--- config.mk ---
export PLATFORM = sky130hd
export DESIGN_NAME = alu_muldiv_seq_flat
export DESIGN_NICKNAME = d
export VERILOG_FILES = /design/src/rtl/alu_muldiv_seq_if.sv /design/src/rtl/alu_muldiv_seq.sv /design/src/flat_wrapper.sv
export SDC_FILE = /design/constraint.sdc
export NUM_CORES = 1
export LEC_CHECK = 0
export BUFFER_PORTS_ARGS = -buffer_cell sky130_fd_sc_hd__buf_2
export CAP_MARGIN = 20
export CORE_MARGIN = 2
export CORE_UTILIZATION = 60
export DETAILED_ROUTE_END_ITERATION = 7
export PLACE_DENSITY_LB_ADDON = 0.1
export SYNTH_ARGS = -nofsm -noshare
export SYNTH_HDL_FRONTEND = slang
export SYNTH_SLANG_ARGS = --single-unit
--- constraint.sdc ---
create_clock -name clk -period 5.2 [get_ports clk]
set_input_delay 1.04 -clock clk [delete_from_list [all_inputs] [get_ports clk]]
set_output_delay 1.04 -clock clk [all_outputs]
set_load 0.05 [all_outputs]
--- src/rtl/alu_muldiv_seq_if.sv ---
// rtl/alu_muldiv_seq_if.sv - request/response and shared-ALU signal bundle for alu_muldiv_seq
interface alu_muldiv_seq_if;
    logic        start;
    logic        kill;
    logic [1:0]  op;
    logic [31:0] OpA;
    logic [31:0] OpB;
    logic        ready;
    logic        busy;
    logic        done;
    logic [31:0] Result;
    logic [31:0] SrcA;
    logic [31:0] SrcB;
    logic [2:0]  ALUControl;
    logic [31:0] ALUResult;
    logic        Zero;

    modport slave (
        input  start, kill, op, OpA, OpB, ALUResult, Zero,
        output ready, busy, done, Result, SrcA, SrcB, ALUControl
    );

    modport master (
        output start, kill, op, OpA, OpB, ALUResult, Zero,
        input  ready, busy, done, Result, SrcA, SrcB, ALUControl
    );
endinterface

--- src/rtl/alu_muldiv_seq.sv ---
// rtl/alu_muldiv_seq.sv - 32-cycle unsigned MULU/MULHU/DIVU/REMU sequencer driving the shared ALU
module alu_muldiv_seq #(
    parameter logic [2:0] ADD_CTRL = 3'b000,
    parameter logic [2:0] SUB_CTRL = 3'b001,
    parameter int         ITERS    = 32
) (
    input  logic               clk,
    input  logic               rst_n,
    alu_muldiv_seq_if.slave    bus
);
    localparam int            CW   = $clog2(ITERS);
    localparam logic [CW-1:0] LAST = CW'(ITERS - 1);

    typedef enum logic [1:0] {S_IDLE, S_CALC, S_DONE} state_t;

    state_t       r_state, w_state_nx;
    logic [CW-1:0] r_cnt;
    logic [1:0]   r_op;
    logic [31:0]  r_acc;
    logic [31:0]  r_q;
    logic [31:0]  r_m;
    logic [31:0]  r_result;

    logic         w_accept, w_div0, w_last;
    logic [31:0]  w_rs, w_src_a, w_src_b;
    logic [2:0]   w_ctrl;
    logic         w_carry, w_ok;
    logic [31:0]  w_acc_nx, w_q_nx;

    assign w_accept = (r_state == S_IDLE) && bus.start && !bus.kill;
    assign w_div0   = bus.op[1] && (bus.OpB == 32'd0);
    assign w_last   = (r_state == S_CALC) && !bus.kill && (r_cnt == LAST);

    always_ff @(posedge clk or negedge rst_n) begin
        if (!rst_n) r_state <= S_IDLE;
        else        r_state <= w_state_nx;
    end

    always_comb begin
        w_state_nx = r_state;
        case (r_state)
            S_IDLE: if (w_accept) w_state_nx = w_div0 ? S_DONE : S_CALC;
            S_CALC: if (bus.kill) w_state_nx = S_IDLE;
                    else if (r_cnt == LAST) w_state_nx = S_DONE;
            S_DONE: w_state_nx = S_IDLE;
            default: w_state_nx = S_IDLE;
        endcase
    end

    // Acc/R share r_acc, multiplier/dividend share r_q, multiplicand/divisor share r_m
    always_comb begin
        w_rs    = {r_acc[30:0], r_q[31]};
        w_src_a = 32'd0;
        w_src_b = 32'd0;
        w_ctrl  = ADD_CTRL;
        if (r_state == S_CALC) begin
            if (r_op[1]) begin
                w_src_a = w_rs;
                w_src_b = r_m;
                w_ctrl  = SUB_CTRL;
            end else begin
                w_src_a = r_acc;
                w_src_b = r_q[0] ? r_m : 32'd0;
            end
        end
    end

    // Carry and no-borrow are recovered by comparing the ALU output against operand A
    always_comb begin
        w_carry = bus.ALUResult < w_src_a;
        w_ok    = r_acc[31] | !(bus.ALUResult > w_src_a);
        if (r_op[1]) begin
            w_acc_nx = w_ok ? bus.ALUResult : w_rs;
            w_q_nx   = {r_q[30:0], w_ok};
        end else begin
            w_acc_nx = {w_carry, bus.ALUResult[31:1]};
            w_q_nx   = {bus.ALUResult[0], r_q[31:1]};
        end
    end

    always_ff @(posedge clk or negedge rst_n) begin
        if (!rst_n) begin
            r_cnt    <= '0;
            r_op     <= 2'd0;
            r_acc    <= 32'd0;
            r_q      <= 32'd0;
            r_m      <= 32'd0;
            r_result <= 32'd0;
        end else if (w_accept) begin
            r_op  <= bus.op;
            r_cnt <= '0;
            r_acc <= 32'd0;
            r_q   <= bus.op[1] ? bus.OpA : bus.OpB;
            r_m   <= bus.op[1] ? bus.OpB : bus.OpA;
            if (w_div0) r_result <= bus.op[0] ? bus.OpA : 32'hFFFF_FFFF;
        end else if (r_state == S_CALC) begin
            r_acc <= w_acc_nx;
            r_q   <= w_q_nx;
            r_cnt <= r_cnt + 1'b1;
            // op[0] selects the Acc/R half (MULHU, REMU) over the Q half (MULU, DIVU)
            if (w_last) r_result <= r_op[0] ? w_acc_nx : w_q_nx;
        end
    end

    assign bus.ready      = (r_state == S_IDLE);
    assign bus.busy       = (r_state == S_CALC);
    assign bus.done       = (r_state == S_DONE);
    assign bus.Result     = r_result;
    assign bus.SrcA       = w_src_a;
    assign bus.SrcB       = w_src_b;
    assign bus.ALUControl = w_ctrl;
endmodule

--- src/flat_wrapper.sv ---
// flat-port wrapper written by rule: the top's interface ports become plain ports
module alu_muldiv_seq_flat 
#(
    parameter logic [2:0] ADD_CTRL = 3'b000,
    parameter logic [2:0] SUB_CTRL = 3'b001,
    parameter int         ITERS    = 32
)
  (clk, rst_n, bus_start, bus_kill, bus_op, bus_OpA, bus_OpB, bus_ALUResult, bus_Zero, bus_ready, bus_busy, bus_done, bus_Result, bus_SrcA, bus_SrcB, bus_ALUControl);
  alu_muldiv_seq_if bus_i ();
  input  logic clk;
  input  logic rst_n;
  input wire logic [$bits(bus_i.start)-1:0] bus_start;
  input wire logic [$bits(bus_i.kill)-1:0] bus_kill;
  input wire logic [$bits(bus_i.op)-1:0] bus_op;
  input wire logic [$bits(bus_i.OpA)-1:0] bus_OpA;
  input wire logic [$bits(bus_i.OpB)-1:0] bus_OpB;
  input wire logic [$bits(bus_i.ALUResult)-1:0] bus_ALUResult;
  input wire logic [$bits(bus_i.Zero)-1:0] bus_Zero;
  output wire logic [$bits(bus_i.ready)-1:0] bus_ready;
  output wire logic [$bits(bus_i.busy)-1:0] bus_busy;
  output wire logic [$bits(bus_i.done)-1:0] bus_done;
  output wire logic [$bits(bus_i.Result)-1:0] bus_Result;
  output wire logic [$bits(bus_i.SrcA)-1:0] bus_SrcA;
  output wire logic [$bits(bus_i.SrcB)-1:0] bus_SrcB;
  output wire logic [$bits(bus_i.ALUControl)-1:0] bus_ALUControl;
  assign bus_i.start = bus_start;
  assign bus_i.kill = bus_kill;
  assign bus_i.op = bus_op;
  assign bus_i.OpA = bus_OpA;
  assign bus_i.OpB = bus_OpB;
  assign bus_i.ALUResult = bus_ALUResult;
  assign bus_i.Zero = bus_Zero;
  assign bus_ready = bus_i.ready;
  assign bus_busy = bus_i.busy;
  assign bus_done = bus_i.done;
  assign bus_Result = bus_i.Result;
  assign bus_SrcA = bus_i.SrcA;
  assign bus_SrcB = bus_i.SrcB;
  assign bus_ALUControl = bus_i.ALUControl;
  alu_muldiv_seq #(.ADD_CTRL(ADD_CTRL), .SUB_CTRL(SUB_CTRL), .ITERS(ITERS)) u_core (.clk(clk), .rst_n(rst_n), .bus(bus_i));
endmodule
== Yosys cells after proc, flatten, opt, wreduce, memory -nomap -nowiden ==
Index checks and enable logic that the tools add are counted.

* Input port bits: 103
* Register bits: 137

* Bitwise gates (word level): 1
* Reductions and logical operators: 13
* $add $sub $neg: 1
* Magnitude comparators: 2
* Equal/unequal tests: 6
* Muxes and demuxes: 29

{| class="wikitable"
|+ Operators by type and width
! operator !! number
|-
| 32-bit two-way mux || 20
|-
| 32-bit > comparator || 1
|-
| 32-bit logical NOT || 1
|-
| 32-bit < comparator || 1
|-
| 5-bit two-way mux || 2
|-
| 2-bit two-way mux || 4
|-
| 5-bit by 1-bit adder with 5-bit output (second input constant) || 1
|-
| 5-bit == test (second input constant) || 1
|-
| 1-bit logical AND || 5
|-
| 2-bit one-hot mux with 2 select lines || 1
|-
| 2-bit nonzero test || 2
|-
| 3-bit two-way mux || 1
|-
| 3-bit by 2-bit != test with 1-bit output (second input constant) || 1
|-
| 3-bit AND reduction || 1
|-
| 2-bit by 1-bit == test with 1-bit output (second input constant) || 1
|-
| 2-bit == test (second input constant) || 1
|-
| 1-bit logical NOT || 2
|-
| 2-bit logical NOT || 1
|-
| 2-bit by 1-bit != test with 1-bit output (second input constant) || 1
|-
| 2-bit != test (second input constant) || 1
|-
| 2-bit AND reduction || 1
|-
| 1-bit two-way mux || 1
|-
| 1-bit bitwise OR || 1
|}

== Logic depth before layout (Yosys ltp) ==
Gate-level depths: netlist of the first run.

* Depth in word-level cells: 11
* Mapped depth: 15
* Mapped depth without buffers: 11

== Worst setup path before layout of the first run ==
Ideal clock, no wire load.

* Path type: reg-to-reg
* Start: register u_core.r_op[1]
* End: register u_core.r_acc[0]
* Cell stages (with the launch flop): 16
* Slack: 1266 ps
* Library setup time: 74 ps
* Arrival: 3859 ps
* Path buffers: 5
* Path through: dfrtp_1 > clkbuf_1 > clkbuf_1 > buf_1 > clkbuf_1 > mux2i_1 > nor2_1 > ha_1 > nand4_1 > nor4_1 > a21o_4 > a41oi_2 > buf_6 > or3_1 > and3_4 > o21ai_2

* Cells in the longest elaborated chain, start to end: 9

{| class="wikitable"
|+ Ends and longest elaborated chain
! item !! RTL line !! source
|-
| start, declared || alu_muldiv_seq.sv:18 || <nowiki>logic [1:0] r_op;</nowiki>
|-
| start signal, assigned || alu_muldiv_seq.sv:90 || <nowiki>r_op <= bus.op;</nowiki>
|-
| 32-bit two-way mux || alu_muldiv_seq.sv:57 || <nowiki>if (r_op[1]) begin</nowiki>
|-
| 32-bit two-way mux || alu_muldiv_seq.sv:56 || <nowiki>if (r_state == S_CALC) begin</nowiki>
|-
| named net bus_SrcA[0] || flat_wrapper.sv:23 || <nowiki>output wire logic [$bits(bus_i.SrcA)-1:0] bus_SrcA;</nowiki>
|-
| 32-bit > comparator || alu_muldiv_seq.sv:71 || <nowiki>w_ok = r_acc[31] | !(bus.ALUResult > w_src_a);</nowiki>
|-
| 1-bit logical NOT || alu_muldiv_seq.sv:71 ||
|-
| 1-bit bitwise OR || alu_muldiv_seq.sv:71 ||
|-
| 32-bit two-way mux || alu_muldiv_seq.sv:73 || <nowiki>w_acc_nx = w_ok ? bus.ALUResult : w_rs;</nowiki>
|-
| 32-bit two-way mux || alu_muldiv_seq.sv:72 || <nowiki>if (r_op[1]) begin</nowiki>
|-
| 32-bit two-way mux || alu_muldiv_seq.sv:96 || <nowiki>end else if (r_state == S_CALC) begin</nowiki>
|-
| 32-bit two-way mux || alu_muldiv_seq.sv:89 || <nowiki>end else if (w_accept) begin</nowiki>
|-
| end signal, assigned || alu_muldiv_seq.sv:97 || <nowiki>r_acc <= w_acc_nx;</nowiki>
|-
| end, declared || alu_muldiv_seq.sv:19 || <nowiki>logic [31:0] r_acc;</nowiki>
|}

The timed path passes the listed nets, and every way through them passes these cells. The select of a mux whose other input is x is not followed.
A chain may end at the register's enable or synchronous reset.

== Worst setup path in the final report of the first run ==
* Start: register u_core.r_state[1]
* End: register u_core.r_result[18], in the netlist u_core.bus.Result[18]

* Cells in the longest elaborated chain, start to end: 11

{| class="wikitable"
|+ Ends and longest elaborated chain
! item !! RTL line !! source
|-
| start, declared || alu_muldiv_seq.sv:16 || <nowiki>state_t r_state, w_state_nx;</nowiki>
|-
| start signal, assigned || alu_muldiv_seq.sv:36 || <nowiki>else r_state <= w_state_nx;</nowiki>
|-
| 2-bit by 1-bit == test with 1-bit output || alu_muldiv_seq.sv:32, alu_muldiv_seq.sv:56, alu_muldiv_seq.sv:96 ||
|-
| 32-bit two-way mux || alu_muldiv_seq.sv:56 ||
|-
| 32-bit > comparator || alu_muldiv_seq.sv:71 ||
|-
| 1-bit logical NOT || alu_muldiv_seq.sv:71 ||
|-
| 1-bit bitwise OR || alu_muldiv_seq.sv:71 ||
|-
| 32-bit two-way mux || alu_muldiv_seq.sv:73 ||
|-
| 32-bit two-way mux || alu_muldiv_seq.sv:72 ||
|-
| 32-bit two-way mux (2 in series) || alu_muldiv_seq.sv:101 || <nowiki>if (w_last) r_result <= r_op[0] ? w_acc_nx : w_q_nx;</nowiki>
|-
| 32-bit two-way mux || alu_muldiv_seq.sv:96 ||
|-
| 32-bit two-way mux || alu_muldiv_seq.sv:89 ||
|-
| end signal, assigned || alu_muldiv_seq.sv:95 || <nowiki>if (w_div0) r_result <= bus.op[0] ? bus.OpA : 32'hFFFF_FFFF;</nowiki>
|-
| end signal, assigned || alu_muldiv_seq.sv:101 ||
|-
| end, declared || alu_muldiv_seq.sv:22 || <nowiki>logic [31:0] r_result;</nowiki>
|}

Parallel ways exist; a longest one is shown, timed or not. The select of a mux whose other input is x is not followed.

==> impl_metrics.env, run 1 <==
export IMPL_status="completed"
export IMPL_gr_usage_all_layers_pct=33.09
export IMPL_finalNetCount=1412
export IMPL_power_mw=4.767
export IMPL_netlist_area_sq_mm=0.009724
export IMPL_setup_viol=0
export IMPL_multi_input_area_sq_mm=0.005778
export IMPL_clockRootBuffer="clkbuf_16"
export IMPL_clockBufferDepth=2
export IMPL_vdd_drop_max_mv=0.2936
export IMPL_antenna_found_initial=1
export IMPL_timing_hold_violations_final=0
export IMPL_antenna_left=0
export IMPL_route_met2_wl_um=12360
export IMPL_synth_top_area_share_pct=35.25
export IMPL_finalCriticalPeriod_ns=4.365
export IMPL_finalMaxSlewViolations=0
export IMPL_post_route_util_pct=72.24
export IMPL_dpl_hpwl_um=20390
export IMPL_cp_required_ns=5.50
export IMPL_yosysSeqAreaShare_pct=35.25
export IMPL_slew_limit_headroom_pct=30.76
export IMPL_fin_crit_sh_pct=83.94
export IMPL_viasPerCell=6.182
export IMPL_syn_to_final_growth_pct=18.00
export IMPL_first_global_vias=8411
export IMPL_yosys_warnings=0
export IMPL_ys_flop_type="dfrtp_1"
export IMPL_grt_pass1_wl_um=45680
export IMPL_worstSetupPathType="reg2reg"
export IMPL_p_leak_nw=5.610
export IMPL_start_util_pct=61.22
export IMPL_crit_chain="nand2b_2, inv_2, buf_12, nand2_1, ha_1, nand4_1, nor2_1, a221oi_1, a311oi_2, nor2_4, buf_4, mux2i_1, o21ai_1"
export IMPL_yosys_top_cells_area="dfrtp_1 35%, mux2i_1 13%, a21oi_1 4.7%"
export IMPL_syn_instance_count=1127
export IMPL_first_pass_iters=7
export IMPL_cp_start_kind="register"
export IMPL_grt_max_degree=111
export IMPL_clk_latency_ns=0.43
export IMPL_overflow=0
export IMPL_wirelength_um=29030
export IMPL_critPathArrivalTime_ns=4.67
export IMPL_yosysUniqueCellTypes=57
export IMPL_io_buffers=201
export IMPL_routed_top_layer="met4"
export IMPL_drcViolationCount=0
export IMPL_critPathMaxStageDelay_ns=0.55
export IMPL_cts_sinks=137
export IMPL_end_kind="register"
export IMPL_dieArea_sq_mm=0.01724
export IMPL_async_reset_ff_share_pct=100.0
export IMPL_cpMaxStageDelayCell="a221oi_1"
export IMPL_hold_path_class="reg2reg"
export IMPL_cts_resized=0
export IMPL_layout_cells_non_filler=1505
export IMPL_core_area_sq_mm=0.01589
export IMPL_drtIter0Drc=868
export IMPL_fin_skew_ns=0.007945
export IMPL_drive_gt1_share_pct=24.07
export IMPL_crit_family="compound AO/OA/AOI/OAI gates"
export IMPL_synth_top_area_cell="dfrtp_1"
export IMPL_syn_avg_cell_area_sq_um=8.629
export IMPL_dp_cells=1471
export IMPL_tightest_slew_ns=1.039
export IMPL_met1Wirelength_um=13260
export IMPL_path_max_fanout=50
export IMPL_setup_tns_final_ns=0
export IMPL_routedWlPerCell_um=19.29
export IMPL_cts_setup_buffers=0
export IMPL_ios=205
export IMPL_cts_inserted_buffers=17
export IMPL_rsz0062_at_grt="false"
export IMPL_wl_met3_um=2626
export IMPL_htreeDepth=4
export IMPL_fmax_ghz=0.2291
export IMPL_routabilityCongestion=0.8921
export IMPL_clk_pin_slew_ns=0.06
export IMPL_regArea_sq_mm=0.003433
export IMPL_die_h_um=131.3
export IMPL_cp_num_buf_inv=3
export IMPL_ys_seq_elements=137
export IMPL_power_density_mw_per_mm2=415.4
export IMPL_die_x_um=131.3
export IMPL_vias=9304
export IMPL_drv_cap=0
export IMPL_cts_tree="yes"
export IMPL_synth_edf_count=0
export IMPL_n_fill_cell=1275
export IMPL_hold_buffers=0
export IMPL_rows=46
## final timing paths
| kind | to | from | slack, ns | depth (start not counted) |
|---|---|---|---|---|
| max | u_core.bus.Result[18]$_DFFE_PN0P_ | u_core.r_state[1]$_DFFE_PN0P_ | 0.83 | 13 |
| min | u_core.bus.Result[17]$_DFFE_PN0P_ | u_core.bus.Result[17]$_DFFE_PN0P_ | 0.50 | 2 |
| max reg2reg | u_core.bus.Result[18]$_DFFE_PN0P_ | u_core.r_state[1]$_DFFE_PN0P_ | 0.83 | 13 |
| min reg2reg | u_core.bus.Result[17]$_DFFE_PN0P_ | u_core.bus.Result[17]$_DFFE_PN0P_ | 0.50 | 2 |
| max in group asynchronous | u_core.r_m[14]$_DFFE_PN0P_ | rst_n | 3.85 | 2 |
| min in group asynchronous | u_core.r_m[4]$_DFFE_PN0P_ | rst_n | 0.57 | 1 |
## final cells by class
cell class / instances / share of cell area (%)
multi-input combinational: 858 / 50.35
sequential: 137 / 29.92
timing repair buffer: 220 / 10.37
clock buffer: 24 / 4.198
tap: 216 / 2.355
clock inverter: 8 / 1.439
inverter: 41 / 1.341
antenna: 1 / 0.02181
## worst reg2reg max path: stages (launching register included)
cell      delay, ns
dfrtp_1        0.42
nand2b_2       0.20
inv_2          0.32
buf_12         0.28
nand2_1        0.15
ha_1           0.35
nand4_1        0.25
nor2_1         0.07
a221oi_1       0.55
a311oi_2       0.46
nor2_4         0.17
buf_4          0.47
mux2i_1        0.45
o21ai_1        0.12
## sequential cells by signal, indices dropped and copies added, names as in the netlist
register / count
u_core.r_q: 32
u_core.r_state: 2
u_core.r_op: 2
u_core.r_cnt: 5
u_core.bus.Result: 32
u_core.r_acc: 32
u_core.r_m: 32
## metrics by stage
stage	hold WS, ns	instance area, sq um	setup slack, ns
finish	0.5025	11470	0.8349
global route	0.5260	11470	0.7089
CTS	0.5023	11440	0.9335
detailed placement	0.4888	10800	0.9668
global placement	0.4827	10800	1.018
floorplan	0.4770	9728	1.266
## per-layer routing
layer	GRT usage, %	vias to the layer above
met1	50.09	4413
met3	7.022	45
met5	0	-
met4	12.32	0
met2	46.35	453
li1	-	4393
## cells by family (layout without fill, tap and decap cells)
kind of cell | after synthesis | in the layout | synth area share, %
compound gates | 336 | 336 | 21.23
simple gates | 329 | 329 | 16.93
flops | 137 | 137 | 35.25
xor+xnor | 2 | 2 | 0.1802
fa+ha+maj | 34 | 34 | 4.375
other cells | 1 | 3 | 0.03856
buf+inv | 133 | 293 | 5.623
mux | 155 | 155 | 16.37
## synth_stat cells (all sizes together) (32+ instances only)
master  number
a21oi       92
dfrtp      137
nor2        82
mux2i      123
ha          34
inv         41
nand2      107
buf         32
mux2        32
o21ai      120
and2        32
clkbuf      60
## power breakdown
group	switching, mW	internal [mW]
clock	0.460	0.888
sequential	0.272	1.32
combinational	1.15	0.678
total	1.89	2.88
## placed cells by master (no fill, tap or decap), types with 14 or more instances in the layout
cell and n:
a21oi_1 92, a31oi_1 24, and2_1 32, and3_1 24, buf_2 199, buf_4 18
clkbuf_16 17, dfrtp_1 135, ha_1 34, inv_1 40, mux2_2 32, mux2i_1 123
nand2_1 107, nand3_1 14, nor2_1 79, nor2b_1 21, o21ai_0 69, o21ai_1 50
o221ai_1 31, o22ai_1 19
Note: power is estimated with default switching activity, not from simulation.
==> run 2: changes to the inputs <==
- CORE_UTILIZATION: 60 -> 51
- clock period: 5.2 -> 3.65 ns (I/O delays scaled with it)
==> impl_metrics.env, run 2 (same netlist as run 1, synthesis figures left out) <==
export IMPL_finalMaxSlewViolations=0
export IMPL_fin_crit_sh_pct=94.22
export IMPL_cts_sinks=137
export IMPL_finalNetCount=1424
export IMPL_cp_start_kind="register"
export IMPL_viasPerCell=6.006
export IMPL_wirelength_um=29860
export IMPL_grt_pass1_wl_um=46620
export IMPL_drtIter0Drc=792
export IMPL_slew_limit_headroom_pct=31.06
export IMPL_first_global_vias=8372
export IMPL_cpMaxStageDelayCell="dfrtp_4"
export IMPL_n_fill_cell=1703
export IMPL_setup_viol=0
export IMPL_htreeDepth=4
export IMPL_worstSetupPathType="reg2reg"
export IMPL_path_common_cell="buf_12"
export IMPL_fin_skew_ns=0.009596
export IMPL_drv_cap=0
export IMPL_routabilityCongestion=0.8967
export IMPL_clock_power_share_pct=24.6
export IMPL_p_leak_nw=5.614
export IMPL_rsz0062_at_grt="false"
export IMPL_power_density_mw_per_mm2=566.7
export IMPL_rows=50
export IMPL_dieArea_sq_mm=0.02019
export IMPL_r2r_start="u_core.r_op[1]$_DFFE_PN0P_"
export IMPL_post_route_util_pct=61.37
export IMPL_layout_cells_non_filler=1531
export IMPL_cts_resized=0
export IMPL_antenna_found_initial=1
export IMPL_routedWlPerCell_um=19.50
export IMPL_antenna_left=0
export IMPL_regArea_sq_mm=0.003433
export IMPL_crit_chain="buf_12, mux2_2, nand2_1, ha_1, nand4_4, nor4_4, a21o_4, a41oi_2, nor2_4, buf_12, mux2i_1, o21ai_1"
export IMPL_clk_pin_slew_ns=0.06
export IMPL_cp_required_ns=3.95
export IMPL_first_pass_iters=6
export IMPL_start_util_pct=51.99
export IMPL_path_max_fanout=37
export IMPL_comb_power_share_pct=40.4
export IMPL_ios=205
export IMPL_clk_latency_ns=0.43
export IMPL_critPathArrivalTime_ns=3.74
export IMPL_status="completed"
export IMPL_end_kind="register"
export IMPL_multi_input_area_sq_mm=0.005786
export IMPL_clockRootBuffer="clkbuf_16"
export IMPL_p_int_mw=3.851
export IMPL_ff2ff_setup_slack_ns=0.21
export IMPL_fmax_ghz=0.2908
export IMPL_timing_hold_violations_final=0
export IMPL_clockBufferDepth=2
export IMPL_rr_worst_depth=12
export IMPL_r2r_end="u_core.bus.Result[16]$_DFFE_PN0P_"
export IMPL_power_switching_mw=2.655
export IMPL_core_area_sq_mm=0.01871
export IMPL_die_h_um=142.1
export IMPL_syn_to_final_growth_pct=18.05
export IMPL_setup_tns_final_ns=0
export IMPL_drcViolationCount=0
export IMPL_cts_setup_buffers=0
export IMPL_final_common_cell="buf_2"
export IMPL_grt_max_degree=84
export IMPL_dp_cells=1502
export IMPL_hold_path_class="in2async"
export IMPL_drive_gt1_share_pct=24.61
export IMPL_cts_tree="yes"
export IMPL_die_x_um=142.1
export IMPL_vdd_drop_max_mv=0.3503
export IMPL_seqPwrFrac_pct=35.0
export IMPL_critPathMaxStageDelay_ns=0.73
export IMPL_dpl_hpwl_um=21720
export IMPL_switching_share_pct=40.81
export IMPL_cts_inserted_buffers=17
export IMPL_tightest_slew_ns=1.034
export IMPL_power_mw=6.506
export IMPL_mostFrequentLayoutCells="199 x buf_2, 135 x dfrtp_1, 123 x mux2i_1"
export IMPL_gr_usage_all_layers_pct=29.57
export IMPL_overflow=0
export IMPL_hold_buffers=0
export IMPL_finalCriticalPeriod_ns=3.439
export IMPL_vias=9195
export IMPL_io_buffers=201
## run 2: cell count changes in the layout (fill, tap and decap cells not counted), sizes merged
cell | previous run | this run
buf | 220 | 232
bufinv | 5 | 1
## run 2: metal layers
layer / track usage, % / vias to the layer above / routed length (um)
met3: 4.744 / 29 / 1894
met2: 41.04 / 345 / 12510
met5: 0 / - / 0
met1: 47.06 / 4416 / 14940
li1: - / 4405 / -
met4: 8.158 / 0 / 519
## run 2: final cells by class
cell class	instances	area share (%)
sequential	137	29.91
multi-input combinational	858	50.40
antenna	1	0.02180
inverter	41	1.341
timing repair buffer	232	11.19
clock inverter	4	0.3924
clock buffer	24	4.196
tap	234	2.550
## run 2: through the flow
stage | cell area, sq um | hold slack (ns) | setup slack [ns]
final | 11480 | 0.3442 | 0.2110
after global routing | 11480 | 0.4081 | 0.03391
after CTS | 11480 | 0.3830 | 0.2356
after detailed placement | 10950 | 0.4902 | 0.2531
after global placement | 10950 | 0.4837 | 0.2616
after floorplan | 9737 | 0.4344 | 0.009882
## run 2: critical path: cells and delay by family (launching register included)
kind,cells,cell delay [ns]
AOI/OAI and AO/OA,3,0.37
buffers and inverters,2,0.42
DFF,1,0.73
muxes,2,0.73
adders and majority gates,1,0.22
and+or+nand+nor,4,0.83
## run 2: worst max path at each step
stage                                           from                                 to  depth (start not counted)
after floorplan           u_core.r_op[1]$_DFFE_PN0P_   u_core.bus.Result[0]$_DFFE_PN0P_                         15
after global placement    u_core.r_op[1]$_DFFE_PN0P_   u_core.bus.Result[5]$_DFFE_PN0P_                         12
after detailed placement  u_core.r_op[1]$_DFFE_PN0P_   u_core.bus.Result[5]$_DFFE_PN0P_                         12
after CTS                 u_core.r_op[1]$_DFFE_PN0P_   u_core.bus.Result[5]$_DFFE_PN0P_                         12
after global routing      u_core.r_op[1]$_DFFE_PN0P_  u_core.bus.Result[14]$_DFFE_PN0P_                         12
final                     u_core.r_op[1]$_DFFE_PN0P_  u_core.bus.Result[16]$_DFFE_PN0P_                         12
## run 2: power by group through the flow
stage / clock network [mW] / logic, mW / registers (mW)
2_1_floorplan: 0 / 1.99 / 2.16
3_3_place_gp: 0 / 2.58 / 2.28
3_5_place_dp: 0 / 2.62 / 2.28
4_1_cts: 1.62 / 2.63 / 2.26
5_1_grt: 1.68 / 2.87 / 2.33
6_report: 1.60 / 2.63 / 2.27
==> run 3: changes to the inputs <==
--- a/constraint.sdc
+++ b/constraint.sdc
@@ -3,2 +3,2 @@
 set_output_delay 0.73 -clock clk [all_outputs]
-set_load 0.05 [all_outputs]
+set_load 0.1 [all_outputs]
==> impl_metrics.env, run 3 (same netlist as run 1, synthesis figures left out) <==
export IMPL_viasPerCell=5.993
export IMPL_grt_pass1_wl_um=47490
export IMPL_mostFrequentLayoutCells="166 x buf_2, 135 x dfrtp_1, 123 x mux2i_1"
export IMPL_fin_skew_ns=0.007201
export IMPL_finalMaxSlewViolations=0
export IMPL_layout_cells_non_filler=1538
export IMPL_wirelength_um=30590
export IMPL_cts_sinks=137
export IMPL_first_pass_iters=5
export IMPL_die_x_um=142.1
export IMPL_critPathMaxStageDelay_ns=0.66
export IMPL_critPathArrivalTime_ns=3.74
export IMPL_drive_gt1_share_pct=25.10
export IMPL_p_leak_nw=5.802
export IMPL_clockRootBuffer="clkbuf_16"
export IMPL_cp_start_kind="register"
export IMPL_dpl_hpwl_um=22210
export IMPL_drv_cap=0
export IMPL_end_kind="register"
export IMPL_core_area_sq_mm=0.01871
export IMPL_comb_power_share_pct=44.6
export IMPL_final_common_cell="buf_2"
export IMPL_hold_path_class="in2async"
export IMPL_die_h_um=142.1
export IMPL_setup_tns_final_ns=0
export IMPL_finalNetCount=1427
export IMPL_power_switching_mw=3.251
export IMPL_antenna_left=0
export IMPL_dp_cells=1504
export IMPL_cts_tree="yes"
export IMPL_dieArea_sq_mm=0.02019
export IMPL_n_fill_cell=1571
export IMPL_io_buffers=201
export IMPL_multi_input_area_sq_mm=0.005803
export IMPL_path_max_fanout=21
export IMPL_clockBufferDepth=2
export IMPL_power_density_mw_per_mm2=623.1
export IMPL_tightest_slew_ns=1.013
export IMPL_vdd_drop_max_mv=0.3803
export IMPL_drtIter0Drc=921
export IMPL_clk_latency_ns=0.43
export IMPL_fin_crit_sh_pct=94.18
export IMPL_finalCriticalPeriod_ns=3.437
export IMPL_routedWlPerCell_um=19.89
export IMPL_timing_hold_violations_final=0
export IMPL_syn_to_final_growth_pct=25.00
export IMPL_cpMaxStageDelayCell="dfrtp_4"
export IMPL_routabilityCongestion=0.9204
export IMPL_start_util_pct=51.99
export IMPL_rsz0062_at_grt="false"
export IMPL_path_common_cell="buf_4"
export IMPL_slew_limit_headroom_pct=32.47
export IMPL_switching_share_pct=42.92
export IMPL_seqPwrFrac_pct=29.9
export IMPL_rows=50
export IMPL_grt_max_degree=74
export IMPL_vias=9218
export IMPL_status="completed"
export IMPL_worst_hold_slack_ns=0.3127
export IMPL_clk_pin_slew_ns=0.06
export IMPL_ios=205
export IMPL_cts_inserted_buffers=17
export IMPL_drcViolationCount=0
export IMPL_first_global_vias=8662
export IMPL_antenna_found_initial=1
export IMPL_gr_usage_all_layers_pct=30.24
export IMPL_p_int_mw=4.323
export IMPL_regArea_sq_mm=0.003433
export IMPL_crit_chain="buf_4, mux2_2, nand2_1, ha_1, nor2b_1, o211ai_1, a2111o_1, a311oi_2, nor2_4, buf_4, a211oi_2, o21ai_1"
export IMPL_fmax_ghz=0.2909
export IMPL_clock_power_share_pct=25.6
export IMPL_overflow=0
export IMPL_worstSetupPathType="reg2reg"
export IMPL_setup_viol=0
export IMPL_htreeDepth=4
export IMPL_cp_required_ns=3.95
-- run 3: changes by cell type in the layout (fill, tap and decap cells not counted), sizes merged --
cell,before,now
bufinv,1,5
buf,232,235
-- run 3: power by group through the flow --
stage | clock, mW | sequential (mW) | combinational, mW
finish | 1.94 | 2.26 | 3.37
floorplan | 0 | 2.22 | 2.43
global placement | 0 | 2.27 | 3.27
detailed placement | 0 | 2.28 | 3.31
CTS | 1.94 | 2.26 | 3.33
global route | 2.01 | 2.31 | 3.63
-- run 3: timing repair --
| action | CTS | global route |
|---|---|---|
| hold buffers | 0 | 0 |
| setup buffers | 0 | 1 |
| endpoints found under the setup margin | 0 | 94 |
| gates resized for setup | 0 | 2 |
-- run 3: through the flow --
step | power [mW] | worst slack (ns) | util, % | cell area (sq um)
2_1_floorplan | 4.650 | 0.06069 | - | 9742
4_1_cts | 7.523 | 0.05801 | 64.73 | 12110
6_report | 7.574 | 0.2125 | 64.98 | 12160
5_1_grt | 7.948 | 0.02960 | 64.97 | 12150
3_5_place_dp | 5.592 | 0.1125 | 61.27 | 11460
3_3_place_gp | 5.543 | 0.1417 | 61.27 | 11460
-- run 3: metal layers --
metal	vias to the layer above	global-route usage, %	wire length (um)
met4	0	9.105	611
met3	39	7.201	2475
li1	4415	-	-
met1	4405	45.98	14640
met2	359	42.33	12860
met5	-	0	0
-- run 3: worst paths after layout --
check                      slack [ns]  depth (start not counted)                         startpoint                           endpoint
max in group asynchronous        2.56                          2                              rst_n         u_core.r_m[10]$_DFFE_PN0P_
setup / recovery                 0.21                         12         u_core.r_op[1]$_DFFE_PN0P_   u_core.bus.Result[5]$_DFFE_PN0P_
hold reg to reg                  0.50                          2  u_core.bus.Result[15]$_DFFE_PN0P_  u_core.bus.Result[15]$_DFFE_PN0P_
min in group clk                 0.50                          2  u_core.bus.Result[15]$_DFFE_PN0P_  u_core.bus.Result[15]$_DFFE_PN0P_
hold / removal                   0.31                          1                              rst_n          u_core.r_m[5]$_DFFE_PN0P_
setup reg to reg                 0.21                         12         u_core.r_op[1]$_DFFE_PN0P_   u_core.bus.Result[5]$_DFFE_PN0P_
-- run 3: cell type report --
type,instances,area share [%]
diodes,1,0.02059
clock buffers,24,3.963
clock inverters,8,1.359
inverters,41,1.266
multi-input cells,858,47.74
flip-flops and latches,137,28.24
well taps,234,2.409
repair buffers,235,15.00
-- run 3: critical path: cells and delay by family (launching register included) --
kind | cells | cell delay (ns)
AO/OA/AOI/OAI | 5 | 1.45
flip-flops | 1 | 0.66
AND/OR/NAND/NOR | 3 | 0.29
buffers and inverters | 2 | 0.41
multiplexers | 1 | 0.33
adder cells (fa/ha/maj) | 1 | 0.16
